==> src/rtl/sram_like_pkg.sv <==
// sram_like_pkg: shared types and helpers for the sram-like arbiter.
//   - SIZE_* access size encodings used on port_size
//   - tag_t: in-flight tag {valid, err, port index} carried by the latency pipeline
//   - size_addr_to_wen: byte-enable generation from wr/size/addr[1:0]
//   - is_misaligned: alignment check used when SRAM_ARB_MISALIGN_CHECK_EN is defined
package sram_like_pkg;

  localparam logic [1:0] SIZE_BYTE = 2'd0;
  localparam logic [1:0] SIZE_HALF = 2'd1;
  localparam logic [1:0] SIZE_WORD = 2'd2;

  // Port index width inside a tag; wide enough for the largest port count (4).
  localparam int IDX_W = 2;

  typedef struct packed {
    logic             valid;
    logic             err;
    logic [IDX_W-1:0] idx;
  } tag_t;

  // Shift is evaluated in 4-bit context, so a half write at offset 3 keeps
  // only byte lane 3.
  function automatic logic [3:0] size_addr_to_wen(input logic       wr,
                                                  input logic [1:0] size,
                                                  input logic [1:0] lsb);
    logic [3:0] wen;
    case (size)
      SIZE_BYTE: wen = 4'b0001 << lsb;
      SIZE_HALF: wen = 4'b0011 << lsb;
      SIZE_WORD: wen = 4'b1111;
      default:   wen = 4'b1111;  // code 3 behaves as a word
    endcase
    return wr ? wen : 4'b0000;
  endfunction

  function automatic logic is_misaligned(input logic [1:0] size,
                                         input logic [1:0] lsb);
    logic mis;
    case (size)
      SIZE_BYTE: mis = 1'b0;
      SIZE_HALF: mis = lsb[0];
      SIZE_WORD: mis = (lsb != 2'b00);
      default:   mis = (lsb != 2'b00);
    endcase
    return mis;
  endfunction

endpackage

==> src/rtl/sram_like_arbiter_if.sv <==
// sram_like_arbiter_if: bundle of the CPU-side sram-like ports and the
// shared SRAM port.
//   slave  modport: arbiter view (takes requests, drives the SRAM)
//   master modport: environment view (CPU masters plus the SRAM model)
// Per-port fields are packed arrays indexed by port number.
// port_err exists only when SRAM_ARB_MISALIGN_CHECK_EN is defined.
interface sram_like_arbiter_if #(
  parameter int NUM_PORTS = 2,
  parameter int ADDR_W    = 32
);

  logic [NUM_PORTS-1:0]             port_req;
  logic [NUM_PORTS-1:0]             port_wr;
  logic [NUM_PORTS-1:0][1:0]        port_size;
  logic [NUM_PORTS-1:0][ADDR_W-1:0] port_addr;
  logic [NUM_PORTS-1:0][31:0]       port_wdata;
  logic [NUM_PORTS-1:0]             port_addr_ok;
  logic [NUM_PORTS-1:0]             port_data_ok;
  logic [NUM_PORTS-1:0][31:0]       port_rdata;
`ifdef SRAM_ARB_MISALIGN_CHECK_EN
  logic [NUM_PORTS-1:0]             port_err;
`endif

  logic              sram_en;
  logic [3:0]        sram_wen;
  logic [ADDR_W-1:0] sram_addr;
  logic [31:0]       sram_wdata;
  logic [31:0]       sram_rdata;

  modport slave (
    input  port_req, port_wr, port_size, port_addr, port_wdata,
    output port_addr_ok, port_data_ok, port_rdata,
`ifdef SRAM_ARB_MISALIGN_CHECK_EN
    output port_err,
`endif
    output sram_en, sram_wen, sram_addr, sram_wdata,
    input  sram_rdata
  );

  modport master (
    output port_req, port_wr, port_size, port_addr, port_wdata,
    input  port_addr_ok, port_data_ok, port_rdata,
`ifdef SRAM_ARB_MISALIGN_CHECK_EN
    input  port_err,
`endif
    input  sram_en, sram_wen, sram_addr, sram_wdata,
    output sram_rdata
  );

endinterface

==> src/rtl/sram_like_arbiter_rr_arbiter.sv <==
// rr_arbiter: round-robin arbiter, one grant per cycle.
//   clk, rst   : clock, async active-high reset (rr_ptr -> 0)
//   req        : per-port request
//   advance    : grant taken this cycle; moves rr_ptr past the winner
//   grant      : one-hot grant (zero when nothing requests)
//   grant_idx  : binary index of the granted port
module rr_arbiter #(
  parameter  int NUM_PORTS = 2,
  localparam int PORT_W    = (NUM_PORTS > 1) ? $clog2(NUM_PORTS) : 1
) (
  input  logic                 clk,
  input  logic                 rst,
  input  logic [NUM_PORTS-1:0] req,
  input  logic                 advance,
  output logic [NUM_PORTS-1:0] grant,
  output logic [PORT_W-1:0]    grant_idx
);

  logic [PORT_W-1:0] rr_ptr;
  logic [2:0]        k;
  logic              found;

  // Search from rr_ptr upward with wrap; first requester wins.
  always_comb begin
    grant     = '0;
    grant_idx = '0;
    found     = 1'b0;
    k         = '0;
    for (int i = 0; i < NUM_PORTS; i++) begin
      k = 3'(rr_ptr) + 3'(i);
      if (k >= 3'(NUM_PORTS)) k = k - 3'(NUM_PORTS);
      if (!found && req[k[PORT_W-1:0]]) begin
        found                 = 1'b1;
        grant[k[PORT_W-1:0]] = 1'b1;
        grant_idx             = k[PORT_W-1:0];
      end
    end
  end

  always_ff @(posedge clk or posedge rst) begin
    if (rst)
      rr_ptr <= '0;
    else if (advance && found)
      rr_ptr <= (grant_idx == PORT_W'(NUM_PORTS - 1)) ? '0 : grant_idx + PORT_W'(1);
  end

endmodule

==> src/rtl/sram_like_arbiter.sv <==
// sram_like_arbiter: shares one synchronous SRAM port among NUM_PORTS
// sram-like masters.
//   clk, rst : clock, async active-high reset
//   bus      : sram_like_arbiter_if.slave (per-port req/addr_ok/data_ok
//              handshake plus the SRAM en/wen/addr/wdata/rdata port)
// A granted request drives the SRAM in the same cycle; a LATENCY-deep tag
// pipeline (never stalls) returns data_ok to the issuing port exactly
// LATENCY cycles later, so responses come back in grant order.
// Optional: define SRAM_ARB_MISALIGN_CHECK_EN to suppress misaligned
// half/word accesses and flag them on port_err with their data_ok.
module sram_like_arbiter #(
  parameter int NUM_PORTS = 2,
  parameter int ADDR_W    = 32,
  parameter int LATENCY   = 1
) (
  input  logic               clk,
  input  logic               rst,
  sram_like_arbiter_if.slave bus
);
  import sram_like_pkg::*;

  localparam int PORT_W = (NUM_PORTS > 1) ? $clog2(NUM_PORTS) : 1;

  logic [NUM_PORTS-1:0] grant;
  logic [PORT_W-1:0]    gidx;
  logic                 take;
  logic                 misalign;
  logic                 g_wr;
  logic [1:0]           g_size;
  logic [ADDR_W-1:0]    g_addr;

  // Nothing is accepted while reset is held, even with requests pending.
  assign take = (|bus.port_req) & ~rst;

  rr_arbiter #(.NUM_PORTS(NUM_PORTS)) u_arb (
    .clk       (clk),
    .rst       (rst),
    .req       (bus.port_req),
    .advance   (take),
    .grant     (grant),
    .grant_idx (gidx)
  );

  assign g_wr   = bus.port_wr[gidx];
  assign g_size = bus.port_size[gidx];
  assign g_addr = bus.port_addr[gidx];

`ifdef SRAM_ARB_MISALIGN_CHECK_EN
  assign misalign = take & is_misaligned(g_size, g_addr[1:0]);
`else
  assign misalign = 1'b0;
`endif

  assign bus.port_addr_ok = take ? grant : '0;
  assign bus.sram_en      = take & ~misalign;
  assign bus.sram_wen     = bus.sram_en ? size_addr_to_wen(g_wr, g_size, g_addr[1:0]) : 4'b0000;
  assign bus.sram_addr    = {g_addr[ADDR_W-1:2], 2'b00};
  assign bus.sram_wdata   = bus.port_wdata[gidx];

  // Tag pipeline: tag_q[0] is the tag of last cycle's grant,
  // tag_q[LATENCY-1] lines up with valid sram_rdata.
  tag_t               tag_in;
  tag_t [LATENCY-1:0] tag_q;
  tag_t               tag_out;

  always_comb begin
    tag_in       = '0;
    tag_in.valid = take;
    tag_in.err   = misalign;
    tag_in.idx   = IDX_W'(gidx);
  end

  always_ff @(posedge clk or posedge rst) begin
    if (rst) begin
      tag_q <= '0;
    end else begin
      tag_q[0] <= tag_in;
      for (int s = 1; s < LATENCY; s++) tag_q[s] <= tag_q[s-1];
    end
  end

  assign tag_out = tag_q[LATENCY-1];

  for (genvar p = 0; p < NUM_PORTS; p++) begin : g_rsp
    assign bus.port_data_ok[p] = tag_out.valid && (tag_out.idx == IDX_W'(p));
    assign bus.port_rdata[p]   = bus.sram_rdata;
`ifdef SRAM_ARB_MISALIGN_CHECK_EN
    assign bus.port_err[p]     = tag_out.valid && (tag_out.idx == IDX_W'(p)) && tag_out.err;
`endif
  end

`ifndef SRAM_ARB_MISALIGN_CHECK_EN
  logic unused_err;
  assign unused_err = tag_out.err;
`endif

endmodule

==> src/flat_wrapper.sv <==
// flat-port wrapper written by rule: the top's interface ports become plain ports
module sram_like_arbiter_flat import sram_like_pkg::*;
#(
  parameter int NUM_PORTS = 2,
  parameter int ADDR_W    = 32,
  parameter int LATENCY   = 1
)
  (clk, rst, bus_port_req, bus_port_wr, bus_port_size, bus_port_addr, bus_port_wdata, bus_port_addr_ok, bus_port_data_ok, bus_port_rdata, bus_sram_en, bus_sram_wen, bus_sram_addr, bus_sram_wdata, bus_sram_rdata);
  sram_like_arbiter_if #(.NUM_PORTS(NUM_PORTS), .ADDR_W(ADDR_W)) bus_i ();
  input  logic clk;
  input  logic rst;
  input wire logic [$bits(bus_i.port_req)-1:0] bus_port_req;
  input wire logic [$bits(bus_i.port_wr)-1:0] bus_port_wr;
  input wire logic [$bits(bus_i.port_size)-1:0] bus_port_size;
  input wire logic [$bits(bus_i.port_addr)-1:0] bus_port_addr;
  input wire logic [$bits(bus_i.port_wdata)-1:0] bus_port_wdata;
  output wire logic [$bits(bus_i.port_addr_ok)-1:0] bus_port_addr_ok;
  output wire logic [$bits(bus_i.port_data_ok)-1:0] bus_port_data_ok;
  output wire logic [$bits(bus_i.port_rdata)-1:0] bus_port_rdata;
  output wire logic [$bits(bus_i.sram_en)-1:0] bus_sram_en;
  output wire logic [$bits(bus_i.sram_wen)-1:0] bus_sram_wen;
  output wire logic [$bits(bus_i.sram_addr)-1:0] bus_sram_addr;
  output wire logic [$bits(bus_i.sram_wdata)-1:0] bus_sram_wdata;
  input wire logic [$bits(bus_i.sram_rdata)-1:0] bus_sram_rdata;
  assign bus_i.port_req = bus_port_req;
  assign bus_i.port_wr = bus_port_wr;
  assign bus_i.port_size = bus_port_size;
  assign bus_i.port_addr = bus_port_addr;
  assign bus_i.port_wdata = bus_port_wdata;
  assign bus_port_addr_ok = bus_i.port_addr_ok;
  assign bus_port_data_ok = bus_i.port_data_ok;
  assign bus_port_rdata = bus_i.port_rdata;
  assign bus_sram_en = bus_i.sram_en;
  assign bus_sram_wen = bus_i.sram_wen;
  assign bus_sram_addr = bus_i.sram_addr;
  assign bus_sram_wdata = bus_i.sram_wdata;
  assign bus_i.sram_rdata = bus_sram_rdata;
  sram_like_arbiter #(.NUM_PORTS(NUM_PORTS), .ADDR_W(ADDR_W), .LATENCY(LATENCY)) u_core (.clk(clk), .rst(rst), .bus(bus_i));
endmodule
==> config.mk <==
export PLATFORM = sky130hd
export DESIGN_NAME = sram_like_arbiter_flat
export DESIGN_NICKNAME = d
export VERILOG_FILES = /design/src/rtl/sram_like_pkg.sv /design/src/rtl/sram_like_arbiter_if.sv /design/src/rtl/sram_like_arbiter_rr_arbiter.sv /design/src/rtl/sram_like_arbiter.sv /design/src/flat_wrapper.sv
export SDC_FILE = /design/constraint.sdc
export NUM_CORES = 1
export LEC_CHECK = 0
export CAP_MARGIN = 25
export CORE_AREA = 2 2 120 122
export DETAILED_ROUTE_END_ITERATION = 16
export DIE_AREA = 0 0 122 124
export HOLD_SLACK_MARGIN = 0.08
export PLACE_DENSITY_LB_ADDON = 0.25
export SETUP_SLACK_MARGIN = 0.2
export SYNTH_ARGS = -nofsm -noshare
export SYNTH_HDL_FRONTEND = slang
export SYNTH_SLANG_ARGS = --single-unit
==> constraint.sdc <==
create_clock -name clk -period 1.8 [get_ports clk]
set_input_delay 0.36 -clock clk [delete_from_list [all_inputs] [get_ports clk]]
set_output_delay 0.36 -clock clk [all_outputs]
set_load 0.01 [all_outputs]
---- Yosys cells after proc, flatten, opt, wreduce, memory -nomap -nowiden ----
Index checks and enable logic that the tools add are counted.
word-level totals
  input bits .............................. 170
  logic and storage cells ................. 59
  output and inout port bits .............. 137
  register bits after elaboration ......... 3
cells by class
  reductions and logical operators ........ 10
  multiplexer cells ....................... 29
  shift operators ......................... 2
  bitwise logic cells ..................... 3
  add/subtract/negate cells ............... 4
  order comparisons ....................... 7
  eq/ne operators ......................... 1
operator list
  cell                                                                                 number
  32-bit 2-to-1 mux                                                                    4
  1-bit 2-to-1 mux                                                                     15
  2-bit 2-to-1 mux                                                                     5
  4-bit 2-to-1 mux                                                                     2
  4-bit one-hot mux with 2 select lines                                                1
  1-bit logical AND                                                                    6
  1-bit by 2-bit < comparator with 1-bit output, second input constant                 3
  2-bit zero test                                                                      2
  1-bit by 2-bit << shifter with 4-bit output, first input constant                    1
  2-bit by 2-bit << shifter with 4-bit output, first input constant                    1
  1-bit by 1-bit adder with 2-bit output, second input constant                        1
  1-bit demux with 1-bit select                                                        2
  2-bit by 1-bit == test with 1-bit output, second input constant                      1
  1-bit greater-or-equal comparator, second input constant                             2
  1-bit by 2-bit greater-or-equal comparator with 1-bit output, second input constant  1
  2-bit greater-or-equal comparator, second input constant                             1
  2-bit OR                                                                             1
  2-bit OR reduction                                                                   1
  1-bit subtractor, second input constant                                              2
  1-bit adder, second input constant                                                   1
  1-bit bitwise AND                                                                    1
  1-bit zero test                                                                      1
  1-bit NOT                                                                            1

---- Logic depth before layout (Yosys ltp) ----
Gate-level depths: netlist of the first run.
  depth in word-level cells ............... 14
  depth in mapped cells ................... 7
  gate-level depth less buffers ........... 5

---- By module ----
A second synthesis of the first run with hierarchy kept.
second synthesis, totals
  cell total of the unflattened synthesis .. 170
  area, all modules ....................... 1640.3 µm²
modules (own cells, without submodules)
  module             area an instance (µm²)  instances  seq. area each (µm²)  cells each
  sram_like_arbiter  1574.0                  1          50.0                  162
  rr_arbiter         66.3                    1          25.0                  8

---- Least setup slack after synthesis of the first run ----
Ideal clock, no wire load.
  kind .................................... reg2out
  start point ............................. register u_core.u_arb.rr_ptr
  end point ............................... output port bus_port_addr_ok[0]
  arrival time ............................ 1101 ps
  required time ........................... 1440 ps
  path slack .............................. 339 ps
  stages on the path, launching flop included .. 6
  path buffers ............................ 1
  cells stage by stage .................... dfrtp_1 nand2b_4 nand2_4 inv_2 buf_6 nor3_1
on the way
  word-level cells in the longest chain between the ends .. 10
  elaborated cells on any way between the ends .. 28
  classes of those cells .................. add/sub (3); order compare (6); mux (14); bitwise (1); reduce/logical (4)
RTL lines
  what                                                                                               line                                                                    RTL
  start: declaration                                                                                 sram_like_arbiter_rr_arbiter.sv:19                                      logic [PORT_W-1:0] rr_ptr;
  start signal: assignment                                                                           sram_like_arbiter_rr_arbiter.sv:44                                      rr_ptr <= (grant_idx == PORT_W'(NUM_PORTS - 1)) ? '0 : grant_idx + PORT_W'(1);
  1-bit by 1-bit adder with 2-bit output, or another cell as far along                               sram_like_arbiter_rr_arbiter.sv:30                                      k = 3'(rr_ptr) + 3'(i);
  2-bit greater-or-equal comparator, or another cell as far along                                    sram_like_arbiter_rr_arbiter.sv:31                                      if (k >= 3'(NUM_PORTS)) k = k - 3'(NUM_PORTS);
  1-bit 2-to-1 mux, or another cell as far along                                                     sram_like_arbiter_rr_arbiter.sv:31
  1-bit by 2-bit < comparator with 1-bit output (implied by the code), or another cell as far along  sram_like_arbiter_rr_arbiter.sv:34                                      grant[k[PORT_W-1:0]] = 1'b1;
  1-bit logical AND (implied by the code) or 1-bit 2-to-1 mux (tied branches)                        sram_like_arbiter_rr_arbiter.sv:34
  1-bit 2-to-1 mux (implied by the code) or 1-bit demux with 1-bit select (tied branches)            sram_like_arbiter_rr_arbiter.sv:34
  1-bit demux with 1-bit select or 2-bit 2-to-1 mux (tied branches)                                  sram_like_arbiter_rr_arbiter.sv:34, sram_like_arbiter_rr_arbiter.sv:32
  2-bit OR (no source line)                                                                          -
  2-bit 2-to-1 mux (*)                                                                               sram_like_arbiter_rr_arbiter.sv:32                                      if (!found && req[k[PORT_W-1:0]]) begin
  2-bit 2-to-1 mux (*)                                                                               sram_like_arbiter.sv:54                                                 assign bus.port_addr_ok = take ? grant : '0;
  end: declaration                                                                                   flat_wrapper.sv:17                                                      output wire logic [$bits(bus_i.port_addr_ok)-1:0] bus_port_addr_ok;
Every way passes the cells marked *; elsewhere a longest branch is shown, timed or not. The select of a mux whose other input is x is not followed.

---- Final worst setup path of the first run ----
  start point ............................. register u_core.u_arb.rr_ptr
  end point ............................... output port bus_sram_wen[1]
on the way
  word-level cells in the longest chain between the ends .. 14
  elaborated cells on any way between the ends .. 29
  classes of those cells .................. add/sub (3); order compare (2); eq/ne (1); shift (2); mux (18); reduce/logical (3)
RTL lines
  what                                                                                              line                                              RTL
  1-bit by 2-bit greater-or-equal comparator with 1-bit output or 1-bit subtractor (tied branches)  sram_like_arbiter_rr_arbiter.sv:31
  1-bit 2-to-1 mux                                                                                  sram_like_arbiter_rr_arbiter.sv:31
  1-bit 2-to-1 mux (implied by the code) (2 in a row)                                               sram_like_arbiter_rr_arbiter.sv:32
  1-bit 2-to-1 mux                                                                                  sram_like_arbiter_rr_arbiter.sv:32
  1-bit zero test                                                                                   sram_like_arbiter_rr_arbiter.sv:32
  1-bit logical AND                                                                                 sram_like_arbiter_rr_arbiter.sv:32
  1-bit 2-to-1 mux (*)                                                                              sram_like_arbiter_rr_arbiter.sv:32
  32-bit 2-to-1 mux (implied by the code) or 2-bit 2-to-1 mux (tied branches) (2 in a row)          sram_like_arbiter.sv:46, sram_like_arbiter.sv:45
  2-bit by 2-bit << shifter with 4-bit output, or another cell as far along                         sram_like_pkg.sv:29                               SIZE_HALF: wen = 4'b0011 << lsb;
  4-bit one-hot mux with 2 select lines                                                             sram_like_pkg.sv:27                               case (size)
  4-bit 2-to-1 mux (*)                                                                              sram_like_pkg.sv:33                               return wr ? wen : 4'b0000;
  4-bit 2-to-1 mux (*)                                                                              sram_like_arbiter.sv:56                           assign bus.sram_wen = bus.sram_en ? size_addr_to_wen(g_wr, g_size, g_addr[1:0]) : 4'b0000;
  end: declaration                                                                                  flat_wrapper.sv:21                                output wire logic [$bits(bus_i.sram_wen)-1:0] bus_sram_wen;
Marked as above.

==> out/metrics.csv, run 1 <==
stage;metric;value;unit
run_status;status;complete, but fails checks;
run_status;failing checks;negative setup slack;
yosys;synthesized instance count;306;
grt;pin count of the biggest net entering global routing;15;
finish;layout cells sized above 1;0.3669;
route;Initial DRC Count;31;
critical_path;worst-path cell chain;nand2b_4, nand2_8, buf_12, buf_16, o311a_1, buf_2;
critical_path;CP Capture Type;output pin;
floorplan;Die ar.;0.01513;sq mm
timing;Slew Limit Fails;0;
clock_tree;Worst-path clk slew;30;ps
route;antenna viol nets, final;0;
clock_tree;# clock sinks;3;
critical_path;R2R setup slack;570;ps
timing;Layout Skew;0.3982;ps
yosys;most common flop cell mapped by yosys;dfrtp_1;
power_and_ir_drop;total power;1792;uW
route;drt drc;0;
min_path;HP Class;input port to async pin;
timing;Max Freq;530.9;MHz
grt;initial antenna violation count;0;
yosys;Seq/Total Area, Yosys;0.04673;
finish;Final #Nets;648;
timing;RSZ-0062 raised after global routing;true;
clock_tree;worst skew pair latency;220;ps
finish;Non-Filler Instances;657;
route;drt total wl;8883;microns
timing;WHS;366.5;ps
power_and_ir_drop;Power Dens Cells;443.6;mW/mm^2
yosys;mapped cell area;0.001607;sq mm
run;Max Cap Viol;0;
floorplan;die width;122;microns
yosys;top post-synthesis cells by count;nand2_1 (191), buf_4 (66), buf_6 (7), nor2_1 (7), buf_2 (6);
critical_path;Crit Path Category;flip-flop to output pin;
critical_path;critical path endpoint;bus_sram_wen[1];
route;first drt pass iteration count;3;
yosys;Post-Syn Area per Cell;5.250;sq um
yosys;Synth cell types;25;
floorplan;Rows;43;
route;DR vias;2458;
critical_path;Setup crit start;u_core.u_arb.rr_ptr$_DFFE_PP0P_;
place;pre-CTS setup slack;-755.5;ps
timing;min cycle time layout;1884;ps
timing;final setup vio count;34;
yosys;Post-synth EDFFs;0;
critical_path;reg2reg start;u_core.u_arb.rr_ptr$_DFFE_PP0P_;
floorplan;placeable core area;0.01372;sq mm
place;DP HPWL;5628;microns
yosys;area share of the largest cell type after synthesis;0.4463;
critical_path;crit path launch type;flip-flop;
critical_path;worst reg2reg endpoint;u_core.tag_out[0]$_DFF_PP0_;
critical_path;Worst EP arrival;1520;ps
clock_tree;H-tree Lvls;1;
place;RePlAce Congestion;0.8026;
route;Via-to-Cell Ratio;3.741;
critical_path;worst-path fanout max;6;
floorplan;I/O Pins;307;
yosys;Synth async-reset ratio;1.000;
timing;final setup margin;-83.63;ps
critical_path;Worst R2R Path Depth;6;
clock_tree;Hold Buf Count CTS;0;
route;Routed wire per std cell;13.52;microns
yosys;most numerous cell in the Yosys netlist;nand2_1;
grt;gr usage total;0.09825;
grt;first-pass GRT wire length;11640;microns
yosys;synth top area cells;nand2_1 (45%), buf_4 (31%), buf_6 (4.9%);
critical_path;Max stage delay on crit path;330;ps
place;PortBufs;208;
critical_path;Required @ worst endpoint;1440;ps
place;Post-Place Cells;624;
timing;Final Cycle Share;1.046;
yosys;Yosys warnings;0;
grt;vias in the first global route;2344;
finish;Area Overhead vs Synth;151.4;%
floorplan;initial core utilization;0.1171;
yosys;Synth Register Bits;3;
yosys;area leader, netlist;nand2_1;
clock_tree;CTS tree;done;
clock_tree;clk buf depth;2;
clock_tree;Num CTS Buffers;3;
clock_tree;CTS root buf;clkbuf_16;
finish;ANT cells;0;
power_and_ir_drop;Lkg Pwr;0.002026;uW
critical_path;highest-delay cell along the critical path;dfrtp_1;
grt;grt ovf;0;
timing;Final Hold Vio Count;0;
finish;post-route cell area;0.004039;sq mm
floorplan;Die Height;124;microns
power_and_ir_drop;Max VDD drop;0.2410;mV
place;DP Area;0.003427;sq mm
==> sequential cells by signal, indices dropped and copies added, names as in the netlist <==
| name | flops |
|---|---|
| u_core.tag_out | 2 |
| u_core.u_arb.rr_ptr | 1 |
==> per-stage QoR <==
step	util	setup TNS, ps
2_1_floorplan	-	0
3_3_place_gp	0.2498	-45140
3_5_place_dp	0.2498	-46670
4_1_cts	0.2639	-1732
5_1_grt	0.2944	-3841
6_report	0.2944	-850.8
==> critical path, delay by kind of cell (launching register included) <==
kind / cells / cell delay (ps)
compound gates: 1 / 290
buf+inv: 3 / 420
flops: 1 / 330
simple gates: 2 / 250
==> worst min path at each step <==
stage / end / slack [ps] / depth (start not counted) / startpoint
detailed placement: u_core.u_arb.rr_ptr$_DFFE_PP0P_ / 510 / 1 / u_core.u_arb.rr_ptr$_DFFE_PP0P_
floorplan: u_core.tag_out[0]$_DFF_PP0_ / 130 / 1 / rst
global placement: u_core.u_arb.rr_ptr$_DFFE_PP0P_ / 500 / 1 / u_core.u_arb.rr_ptr$_DFFE_PP0P_
CTS: u_core.u_arb.rr_ptr$_DFFE_PP0P_ / 370 / 3 / rst
global route: u_core.tag_out[0]$_DFF_PP0_ / 400 / 3 / rst
finish: u_core.u_arb.rr_ptr$_DFFE_PP0P_ / 370 / 3 / rst
==> repair_timing <==
item,in CTS,in global routing
pin swaps,14,64
resized for setup,311,96
cloned,8,3
setup buffers,13,5
setup endpoints to repair,69,70
==> layout make-up <==
cell class              instances  area, sq um
flip-flops and latches          3        75.07
fillers                      1534         9681
multi-input cells             221         1190
well taps                     180        225.2
inverters                       3        18.77
clock buffers                   4        78.83
repair buffers                246         2451
==> cells by family after synthesis <==
group,after synthesis,share of synthesized area
other cells,1,0.002334
flops,3,0.04673
mux,2,0.01324
simple gates,206,0.4984
compound gates,11,0.05374
buf+inv,83,0.3855
==> layer usage <==
metal	up-vias	GRT usage	share of wire
met2	149	0.1976	0.54
met5	-	0	0
met3	25	0.02381	0.10
li1	1211	-	-
met1	1073	0.09909	0.34
met4	0	0.02874	0.017
==> cell usage in the layout, fill, tap and decap left out, types with 6 or more instances in the layout <==
master	netlist	final
clkdlybuf4s50_1	0	130
buf_2	6	55
buf_6	7	22
buf_16	0	8
nand2_1	191	137
clkbuf_16	0	6
buf_4	66	11
nand2_4	1	20
nand2_2	0	34
buf_12	0	7
==> power breakdown <==
part	total (uW)	switching, uW	internal, uW
Clock	348	56.2	292
Combinational	1360	576	787
Sequential	79.5	3.52	76.0
No activity file was read; power rests on OpenSTA's default activity.
==> inputs of run 2 (changes only) <==
--- a/config.mk
+++ b/config.mk
@@ -12,6 +12,7 @@
 export HOLD_SLACK_MARGIN = 0.08
 export PLACE_DENSITY_LB_ADDON = 0.25
 export SETUP_SLACK_MARGIN = 0.2
+export SKIP_CTS_REPAIR_TIMING = 1
 export SYNTH_ARGS = -nofsm -noshare
 export SYNTH_HDL_FRONTEND = slang
 export SYNTH_SLANG_ARGS = --single-unit
==> run 2 against run 1 <==
Against the previous run:
- the flow still finishes with violations (negative setup slack)
- sequential power up 2.9%
- sequential share of layout area rose by 0.25 points
- largest power group unchanged
- routed wire length shrank 7.2%
- global-route usage fell by 1.9 points
- clock power barely moved
- die area unchanged
- cell count is 1.4% lower
==> out/metrics.csv, run 2 (synthesized netlist as in run 1, its figures left out) <==
stage;metric;value;unit
timing;RSZ-0062 raised after global routing;true;
min_path;HP Class;input port to async pin;
critical_path;R2R setup slack;640;ps
timing;Final Cycle Share;1.096;
route;Routed wire per std cell;12.71;microns
finish;flip-flop count of the largest register after layout;2;
run_status;failing checks;negative setup slack;
grt;first-pass GRT wire length;9825;microns
finish;Area Overhead vs Synth;121.9;%
clock_tree;worst skew pair latency;220;ps
finish;most common cell after layout, fill and taps aside;nand2_1;
floorplan;Die ar.;0.01513;sq mm
critical_path;crit path launch type;flip-flop;
route;antenna viol nets, final;0;
timing;Layout Skew;0.3795;ps
floorplan;I/O Pins;307;
timing;Slew Limit Fails;0;
route;Via-to-Cell Ratio;3.640;
grt;gr usage total;0.07897;
run_status;status;complete, but fails checks;
finish;area occupied by multi-input gates;972.2;sq um
route;Initial DRC Count;21;
place;Post-Place Cells;624;
floorplan;Die Height;124;microns
route;first drt pass iteration count;4;
finish;Non-Filler Instances;648;
finish;Core Util, Final;0.2598;
grt;grt ovf;0;
power_and_ir_drop;Lkg Pwr;0.001865;uW
timing;total negative slack;-5263;ps
clock_tree;CTS tree;done;
clock_tree;Worst-path clk slew;30;ps
critical_path;worst-path fanout max;6;
place;DP HPWL;5628;microns
clock_tree;CTS root buf;clkbuf_16;
route;WL met3;995;microns
timing;Final Hold Vio Count;0;
clock_tree;H-tree Lvls;1;
critical_path;Crit Path Category;flip-flop to output pin;
finish;Fillers;1559;
grt;pin count of the biggest net entering global routing;43;
timing;min cycle time layout;1973;ps
run;Max Cap Viol;0;
critical_path;CP Capture Type;output pin;
power_and_ir_drop;total power;1550;uW
power_and_ir_drop;Max VDD drop;0.2128;mV
floorplan;placeable core area;0.01372;sq mm
finish;layout cells sized above 1;0.2457;
finish;ANT cells;0;
clock_tree;Num CTS Buffers;3;
finish;FF/Latch Area;75.07;sq um
clock_tree;clk buf depth;2;
place;RePlAce Congestion;0.8026;
floorplan;Rows;43;
critical_path;Worst EP arrival;1610;ps
critical_path;Required @ worst endpoint;1440;ps
route;DR vias;2359;
grt;initial antenna violation count;0;
route;max layer used;met4;
finish;most frequent cells in the layout;nand2_1 (183), clkdlybuf4s50_1 (134), clkbuf_2 (55);
timing;WHS;257.7;ps
floorplan;die width;122;microns
timing;final setup vio count;55;
place;PortBufs;208;
timing;Max Freq;506.8;MHz
floorplan;initial core utilization;0.1171;
grt;vias in the first global route;2169;
finish;Final #Nets;639;
route;metal2 WL;4102;microns
route;drt total wl;8239;microns
timing;final setup margin;-173.1;ps
power_and_ir_drop;Power Dens Cells;434.8;mW/mm^2
clock_tree;# clock sinks;3;
route;WL met1;3003;microns
route;drt drc;0;
## run 2: layer usage
metal / vias up / GRT usage
li1: 1188 / -
met2: 148 / 0.1508
met1: 1000 / 0.07988
met5: - / 0
met4: 0 / 0.02514
met3: 23 / 0.02793
## run 2: cell type report
class | instances | area share
Timing Repair Buffer | 237 | 0.6143
Tap cell | 180 | 0.06318
Inverter | 3 | 0.006669
Multi-Input combinational cell | 221 | 0.2727
Clock buffer | 4 | 0.02211
Sequential cell | 3 | 0.02106
## run 2: final timing paths
kind | start | end | depth (start not counted)
hold / removal | rst | u_core.u_arb.rr_ptr$_DFFE_PP0P_ | 3
hold reg to reg | u_core.u_arb.rr_ptr$_DFFE_PP0P_ | u_core.u_arb.rr_ptr$_DFFE_PP0P_ | 1
setup / recovery | u_core.u_arb.rr_ptr$_DFFE_PP0P_ | bus_sram_wen[3] | 7
max in group asynchronous | rst | u_core.tag_out[0]$_DFF_PP0_ | 3
setup reg to reg | u_core.u_arb.rr_ptr$_DFFE_PP0P_ | u_core.tag_out[0]$_DFF_PP0_ | 5
min in group clk | u_core.u_arb.rr_ptr$_DFFE_PP0P_ | u_core.u_arb.rr_ptr$_DFFE_PP0P_ | 1
## run 2: report_power, final
part / internal, uW / switching [uW] / leakage, uW / total, uW
sequential: 76.0 / 5.74 / 0.0000356 / 81.8
combinational: 634 / 487 / 0.00179 / 1120
clock: 292 / 55.5 / 0.0000382 / 347
total: 1000 / 548 / 0.00186 / 1550
## run 2: stage by stage
stage	cell area, sq um	setup slack [ps]
finish	3565	-173.1
CTS	3506	-767.7
global route	3565	-234.8
global placement	3427	-738.3
detailed placement	3427	-755.5
floorplan	1610	338.7
## run 2: worst max-delay path, stage by stage, from the launching register on
cell,delay (ps)
dfrtp_1,390
nand2b_4,180
nand2_8,130
clkinv_8,80
buf_6,120
buf_6,110
o221a_1,240
buf_6,130
